[src/rtl/stall_ctrl.sv]
// rtl/stall_ctrl.sv - pipeline hazard scoreboard: stall, forwarding select and MDU busy tracking
module stall_ctrl (
    input  logic       clk,
    input  logic       reset,
    input  logic [4:0] id_rs,
    input  logic [4:0] id_rt,
    input  logic [2:0] id_tuse_rs,
    input  logic [2:0] id_tuse_rt,
    input  logic [4:0] id_waddr,
    input  logic [2:0] id_tnew,
    input  logic       id_md_start,
    input  logic       id_md_div,
    input  logic       id_hilo_use,
    output logic       stall,
    output logic [1:0] fwd_rs_sel,
    output logic [1:0] fwd_rt_sel,
    output logic       md_busy
);

    localparam logic [2:0] TUSE_NONE = 3'd7;
    localparam logic [3:0] MULT_LAT  = 4'd5;
    localparam logic [3:0] DIV_LAT   = 4'd10;

    // Scoreboard entries for instructions already past ID
    logic [4:0] ex_waddr, mem_waddr, wb_waddr;
    logic [2:0] ex_tnew, mem_tnew, wb_tnew;
    // EX holds an md_start that issued on the last edge
    logic       ex_md;
    logic [3:0] md_cnt;

    logic rs_hazard, rt_hazard, md_hazard;

    function automatic logic [2:0] dec_sat(input logic [2:0] t);
        return (t == 3'd0) ? 3'd0 : t - 3'd1;
    endfunction

    // An operand needed before a producer's result exists cannot be forwarded yet
    function automatic logic hazard(input logic [4:0] waddr, input logic [2:0] tnew,
                                    input logic [4:0] src, input logic [2:0] tuse);
        return (waddr != 5'd0) && (waddr == src) && (tuse != TUSE_NONE) && (tuse < tnew);
    endfunction

    // Youngest ready producer wins so the most recent value of the register is used
    function automatic logic [1:0] fwd_pick(input logic [4:0] src,
                                            input logic [4:0] ea, input logic [2:0] et,
                                            input logic [4:0] ma, input logic [2:0] mt,
                                            input logic [4:0] wa, input logic [2:0] wt);
        logic [1:0] sel;
        sel = 2'd0;
        if (src != 5'd0) begin
            if (ea == src && et == 3'd0)      sel = 2'd1;
            else if (ma == src && mt == 3'd0) sel = 2'd2;
            else if (wa == src && wt == 3'd0) sel = 2'd3;
        end
        return sel;
    endfunction

    // Combinational hazard detection and forwarding selection
    always_comb begin
        rs_hazard = hazard(ex_waddr, ex_tnew, id_rs, id_tuse_rs)
                  | hazard(mem_waddr, mem_tnew, id_rs, id_tuse_rs)
                  | hazard(wb_waddr, wb_tnew, id_rs, id_tuse_rs);
        rt_hazard = hazard(ex_waddr, ex_tnew, id_rt, id_tuse_rt)
                  | hazard(mem_waddr, mem_tnew, id_rt, id_tuse_rt)
                  | hazard(wb_waddr, wb_tnew, id_rt, id_tuse_rt);
        md_busy    = (md_cnt != 4'd0);
        md_hazard  = id_hilo_use && (md_busy || ex_md);
        stall      = rs_hazard | rt_hazard | md_hazard;
        fwd_rs_sel = fwd_pick(id_rs, ex_waddr, ex_tnew, mem_waddr, mem_tnew, wb_waddr, wb_tnew);
        fwd_rt_sel = fwd_pick(id_rt, ex_waddr, ex_tnew, mem_waddr, mem_tnew, wb_waddr, wb_tnew);
    end

    // Advance the scoreboard one stage per cycle; a stall injects a bubble into EX
    always_ff @(posedge clk) begin
        if (reset) begin
            ex_waddr  <= 5'd0;
            ex_tnew   <= 3'd0;
            mem_waddr <= 5'd0;
            mem_tnew  <= 3'd0;
            wb_waddr  <= 5'd0;
            wb_tnew   <= 3'd0;
            ex_md     <= 1'b0;
        end else begin
            mem_waddr <= ex_waddr;
            mem_tnew  <= dec_sat(ex_tnew);
            wb_waddr  <= mem_waddr;
            wb_tnew   <= dec_sat(mem_tnew);
            ex_waddr  <= stall ? 5'd0 : id_waddr;
            ex_tnew   <= stall ? 3'd0 : id_tnew;
            ex_md     <= id_md_start && !stall;
        end
    end

    // MDU latency counter: a fresh issue reloads, otherwise count down to zero
    always_ff @(posedge clk) begin
        if (reset) begin
            md_cnt <= 4'd0;
        end else if (id_md_start && !stall) begin
            md_cnt <= id_md_div ? DIV_LAT : MULT_LAT;
        end else if (md_cnt != 4'd0) begin
            md_cnt <= md_cnt - 4'd1;
        end
    end

endmodule

[config.mk]
export PLATFORM = sky130hd
export DESIGN_NAME = stall_ctrl
export DESIGN_NICKNAME = d
export VERILOG_FILES = /design/src/rtl/stall_ctrl.sv
export SDC_FILE = /design/constraint.sdc
export NUM_CORES = 1
export LEC_CHECK = 0
export BUFFER_PORTS_ARGS = -buffer_cell sky130_fd_sc_hd__buf_2
export CORE_MARGIN = 5
export CORE_UTILIZATION = 30
export DETAILED_ROUTE_END_ITERATION = 6
export HOLD_SLACK_MARGIN = 0.06
export PLACE_DENSITY = 0.51
export SETUP_SLACK_MARGIN = 0.5
export SLEW_MARGIN = 20
export SYNTH_ARGS = -nofsm -noshare
export SYNTH_HDL_FRONTEND = slang
export SYNTH_SLANG_ARGS = --single-unit
[constraint.sdc]
create_clock -name clk -period 2.4 [get_ports clk]
set_input_delay 0.48 -clock clk [delete_from_list [all_inputs] [get_ports clk]]
set_output_delay 0.48 -clock clk [all_outputs]
set_load 0.02 [all_outputs]
# Word-level counts from Yosys, hierarchy flattened
# Cells that the tools add are included.
# classes
n_addsub	3
n_mul	0
div_mod_pow	0
magnitude_cmp	6
n_eq_ne	8
shifts	0
mux	11
bitwise	6
reduce_logical	41
# ops
operator	count
5-bit equality test	6
1-bit logical AND	26
5-bit nonzero test	5
3-bit < comparator	6
2-bit 2-to-1 mux	8
4-bit 2-to-1 mux	3
3-bit zero test	3
3-bit inequality test, second input constant	2
1-bit OR	6
2-bit OR reduction	3
3-bit by 1-bit subtractor with 3-bit output, second input constant	2
4-bit nonzero test	1
4-bit by 1-bit subtractor with 4-bit output, second input constant	1
2-bit nonzero test	1
1-bit zero test	1
1-bit logical OR	1
# totals
reg_bits	29
latch_bits	0
ram_bits	0
rom_bits	0
in_bits	29
elab_cells	83
n_memories	0

# Logic depth before layout (Yosys ltp)
# logic_depth
ltp_word	11
mapped_depth	8
mapped_depth_nobuf	8

# Least setup slack after synthesis
# Ideal clock, no wire load.
# synth_path
path_kind	input to output
from	in id_rs[3]
to	out stall
arrival_time_ps	1744
t_required_ps	1920
path_slack_ps	176
cell_stages	6
path_buffers	0
cell_sequence	xor2_1 -> nor3_1 -> nand3_1 -> nor4b_1 -> o31ai_4 -> nand2_1
# synth_via
elab_chain_cells	8
elab_cells_between_ends	16
cone_classes	eq/ne: 3; bitwise: 4; reduce/logical: 9
# synth_rtl
element	line_no	text
start: declaration	5	input logic [4:0] id_rs,
5-bit equality test	40	return (waddr != 5'd0) && (waddr == src) && (tuse != TUSE_NONE) && (tuse < tnew);
1-bit logical AND (3 in a row)	40	
1-bit OR	61	| hazard(mem_waddr, mem_tnew, id_rs, id_tuse_rs)
1-bit OR *	62	| hazard(wb_waddr, wb_tnew, id_rs, id_tuse_rs);
1-bit OR * (2 in a row)	68	stall = rs_hazard | rt_hazard | md_hazard;
end: declaration	14	output logic stall,
# Every way passes the cells marked *; elsewhere a longest branch is shown, timed or not.

# Worst setup path after layout
# layout_path
from	reg mem_waddr[1]
to	out stall
# layout_via
elab_chain_cells	8
elab_cells_between_ends	15
cone_classes	eq/ne: 2; bitwise: 6; reduce/logical: 7
# layout_rtl
element	line_no	text
start: declaration	25	logic [4:0] ex_waddr, mem_waddr, wb_waddr;
start signal: assignment	84	mem_waddr <= ex_waddr;
5-bit equality test / 5-bit nonzero test (equally long branches)	40	
1-bit logical AND (3 in a row)	40	
1-bit OR, on equally long branches	61, 64	
1-bit OR, on equally long branches	62, 65	
1-bit OR * (2 in a row)	68	
# Marks and branches as above.

==> results_tabular.tex <==
\begin{tabular}{lr}
\hline
Metric & Value \\
\hline
\multicolumn{2}{l}{\textbf{Yosys}} \\
\quad Synthesized netlist cell count & 215 \\
\quad Synth cell types & 37 \\
\quad Mapped Area & around 1900 µm² \\
\quad Library cell with the highest instance count after synthesis & sky130\_fd\_sc\_hd\_\_dfxtp\_1 \\
\quad Library cell with the largest summed area after synthesis & sky130\_fd\_sc\_hd\_\_dfxtp\_1 \\
\quad Synth async-reset ratio & 0\% \\
\quad Post-Synthesis Net Count & $\sim$260 \\
\quad Seq/Total Area, Yosys & about 31\% \\
\quad Cell types occupying the most area after synthesis & sky130\_fd\_sc\_hd\_\_dfxtp\_1, sky130\_fd\_sc\_hd\_\_ha\_1, sky130\_fd\_sc\_hd\_\_xnor2\_1 \\
\quad Syn avg cell area & just under 9 µm² \\
\quad Portion of synthesized cell area occupied by the leading cell type & 31.0\% \\
\quad Syn. warnings & 0 \\
\quad Most used flip-flop cell after synthesis & sky130\_fd\_sc\_hd\_\_dfxtp\_1 \\
\quad Top cell types by occurrence after synthesis & sky130\_fd\_sc\_hd\_\_dfxtp\_1, sky130\_fd\_sc\_hd\_\_nor2\_1, sky130\_fd\_sc\_hd\_\_inv\_1 \\
\quad Number of enable-type register cells in the synthesized netlist & 0 \\
\quad FF+latch count, synth & 29 \\
\multicolumn{2}{l}{\textbf{Placed design}} \\
\quad Total placed cells including tap cells & 331 \\
\quad Number of input and output port buffers inserted & 34 \\
\quad Routability congestion estimate & 0.766 \\
\quad Worst setup slack after placement & -17.4 ps \\
\quad Post-DP HPWL & 3690 µm \\
\multicolumn{2}{l}{\textbf{STA}} \\
\quad Number of slew-limit violations in the final report & 0 \\
\quad Normalized max-slew margin & 69.3\% \\
\quad Final setup fails & 0 \\
\quad Hold Violations, Final & 0 \\
\quad Slew of the pin with the lowest slew margin & 460 ps \\
\quad Fin worst setup slack & 22.1 ps \\
\quad F\_max & 421 MHz \\
\quad Time the worst path needs with I/O delays and setup & about 2400 ps \\
\quad Post-route clock period utilization & 99.1\% \\
\quad Clock Skews & $\sim$8.4 ps \\
\quad Unrepaired setup endpoints after global routing & true \\
\multicolumn{2}{l}{\textbf{Global routing}} \\
\quad All-layer global routing usage & between 10\% and 20\% \\
\quad Busiest grt layer & met2 \\
\quad Pin count of the biggest net entering global routing & 25 \\
\quad First-pass GRT wire length & 8000 µm \\
\quad GR Util met2 & 22.4\% \\
\quad Number of global-route vias before repair & around 1700 \\
\quad Global Route met1 Usage & 17.8\% \\
\quad Initial antenna violation count & 0 \\
\quad Met3 Resource Use GR & around 2.2\% \\
\quad Remaining global-route overflow & 0 \\
\multicolumn{2}{l}{\textbf{Setup path}} \\
\quad Data required time at the worst endpoint & 1920 ps \\
\quad Crit path capture type & primary output \\
\quad Worst path slowest cell & sky130\_fd\_sc\_hd\_\_or4\_4 \\
\quad Buffers plus inverters on the worst setup path & 1 \\
\quad Startpoint types & register \\
\quad CP arrival & 1900 ps \\
\quad CP max FO & 2 \\
\quad Cells along the critical path & or4\_4, nor2\_4, nor2\_1, and3\_4, o31ai\_4, nand2\_2, buf\_6 \\
\quad Critical path class & reg -> out \\
\quad Family of cells with the greatest summed delay on the critical path & simple AND/OR/NAND/NOR gates \\
\quad Slowest stage delay, CP & 550 ps \\
\quad Slack of the worst reg-to-reg path & 190 ps \\
\multicolumn{2}{l}{\textbf{Detailed routing}} \\
\quad 1st-pass router iterations & 4 \\
\quad Via count of the routed design & 1624 \\
\quad Final antenna-violating net count & 0 \\
\quad Remaining routing DRC violations & 0 \\
\quad Number of DRC violations after detailed-routing iteration 0 & 47 \\
\quad Drt total wl & 4850 µm \\
\quad Mean number of vias per cell & approximately 4.7 \\
\quad Routed wire per std cell & 14.0 µm \\
\multicolumn{2}{l}{\textbf{Pwr}} \\
\quad Clock group share of total power & 25.6\% \\
\quad Tot Pwr & 1.99 mW \\
\quad IR Drop Worst-Case VDD & approximately 310 µV \\
\quad Power per Cell Area & 753 nW/µm² \\
\quad Logic gate share of total power & 41.8\% \\
\quad Leak & 1.16 nW \\
\quad Sw Share & a little over a third \\
\quad Register share of total power & about 33\% \\
\quad Total net switching power & 698 µW \\
\quad Internal power of the cells & 1.29 mW \\
\multicolumn{2}{l}{\textbf{Clock tree}} \\
\quad CTS clock-pin slew for the worst setup and hold paths & 70 ps \\
\quad Buffer cell driving the clock tree root & sky130\_fd\_sc\_hd\_\_clkbuf\_8 \\
\quad Worst-Skew Late Latency & around 280 ps \\
\quad Clock buffers created by TritonCTS & 5 \\
\quad CTS Buffer Depth & 2 \\
\quad Number of clock sinks & 29 \\
\quad Level count of the clock H-tree & 2 \\
\quad Clock tree from TritonCTS & done \\
\multicolumn{2}{l}{\textbf{Floorplan}} \\
\quad Placeable core region & approximately 6000 µm² \\
\quad Total die area & 7930 µm² \\
\quad Horiz. Die Dim & 89.0 µm \\
\quad Die extent in y & between 80 and 90 µm \\
\quad Row count & 28 \\
\quad Effective utilization at floorplan & 31.3\% \\
\quad Ports placed on the boundary & 35 \\
\multicolumn{2}{l}{\textbf{Finish}} \\
\quad Nets@finish & 318 \\
\quad Post-Layout Cell Count & around 350 \\
\quad Layout-stage area growth over the synthesis result & 41.0\% \\
\quad Ratio of cells with drive above 1 in the final layout & 41.2\% \\
\quad Count of fill cells added during filler insertion & 572 \\
\quad Count of inserted antenna diode cells & 0 \\
\multicolumn{2}{l}{\textbf{Min path}} \\
\quad Worst hold path class & in -> reg \\
\multicolumn{2}{l}{\textbf{Run status}} \\
\quad Result of the run & finished, final reports clean \\
\multicolumn{2}{l}{\textbf{Job}} \\
\quad Maximum capacitance violations & 0 \\
\hline
\end{tabular}
-- power by group through the flow --
stage                     Sequential [mW]  Clock (mW)  Combinational (mW)
after floorplan                     0.629           0               0.522
after global placement              0.650           0               0.704
after detailed placement            0.650           0               0.710
after CTS                           0.646       0.524               0.821
after global routing                0.661       0.544               0.937
final                               0.648       0.510               0.832
-- cell type report --
type                       instances  area (µm²)  share of cell area [%]
tap                               75        93.8                    3.55
multi-input combinational        164        1420                    53.8
clock buffer                       5        68.8                    2.60
clock inverter                     3        46.3                    1.75
inverter                          21        78.8                    2.98
sequential                        29         597                    22.6
timing repair buffer              50         335                    12.7
-- worst register-to-register path, cell delays in order, from the launching register on --
cell and delay (ps):
sky130_fd_sc_hd__dfxtp_2 330, sky130_fd_sc_hd__or4_4 550, sky130_fd_sc_hd__nor2_4 120, sky130_fd_sc_hd__nor2_1 50, sky130_fd_sc_hd__and3_4 170, sky130_fd_sc_hd__o31ai_4 190
sky130_fd_sc_hd__buf_4 150, sky130_fd_sc_hd__buf_6 130, sky130_fd_sc_hd__nand3_4 100, sky130_fd_sc_hd__mux2_4 310
-- per-layer routing --
| layer | vias up | part of all wire, % |
|---|---|---|
| met3 | 2 | 4.6 |
| li1 | 841 | - |
| met4 | 0 | 0.60 |
| met5 | - | 0 |
| met2 | 38 | 49 |
| met1 | 743 | 46 |
-- what timing repair did --
item,CTS,global route
gates cloned,1,0
gates resized for setup,41,17
buffers inserted,7,0
hold buffers,0,0
endpoints found under the hold margin,0,0
endpoints found under the setup margin,18,19
pin swaps,14,11
-- cell usage in the layout (no fill, tap or decap), drive strengths merged, types with 3 or more instances in the layout --
master / n
a21boi: 3
a21oi: 5
and3: 3
buf: 50
clkbuf: 5
dfxtp: 29
ha: 18
inv: 21
mux2: 4
nand2: 5
nand3: 8
nor2: 26
nor2b: 13
nor3: 15
o21ai: 4
or4: 3
xnor2: 16
xor2: 16
-- state kept, by name, summed over array words and instances, names as in the netlist --
register   count
ex_waddr       5
mem_waddr      5
wb_waddr       5
md_cnt         4
ex_tnew        3
mem_tnew       3
wb_tnew        3
ex_md          1
-- cells by family (layout without fill, tap and decap cells) --
kind of cell | count (synthesis) | in the layout | synth area share, %
xor+xnor | 32 | 32 | 15.0
mux | 5 | 5 | 2.94
compound gates | 25 | 25 | 10.6
simple gates | 83 | 84 | 23.9
fa+ha+maj | 18 | 18 | 12.0
buf+inv | 23 | 79 | 4.61
flops | 29 | 29 | 31.0
-- per-stage QoR --
| step | hold slack, ps | area [µm²] | util [%] | TNS, ps |
|---|---|---|---|---|
| 6_report | 401 | 2640 | 44.1 | 0 |
| 5_1_grt | 408 | 2640 | 44.1 | -51.8 |
| 4_1_cts | 394 | 2590 | 43.2 | -24.1 |
| 3_5_place_dp | 481 | 2260 | 37.8 | -17.4 |
| 3_3_place_gp | 475 | 2260 | 37.8 | -14.8 |
| 2_1_floorplan | 419 | 1940 | - | 0 |
-- path summary, 6_finish.rpt --
| path | from | endpoint | cells after the start |
|---|---|---|---|
| worst max-delay path | mem_waddr[1]$_SDFF_PP0_ | stall | 7 |
| worst min-delay path | id_waddr[2] | ex_waddr[2]$_SDFF_PP0_ | 3 |
| worst max register to register | mem_waddr[1]$_SDFF_PP0_ | md_cnt[2]$_SDFFE_PP0P_ | 9 |
| worst min register to register | mem_tnew[0]$_SDFF_PP0_ | wb_tnew[0]$_SDFF_PP0_ | 1 |
Note: power is estimated with default switching activity, not from simulation.
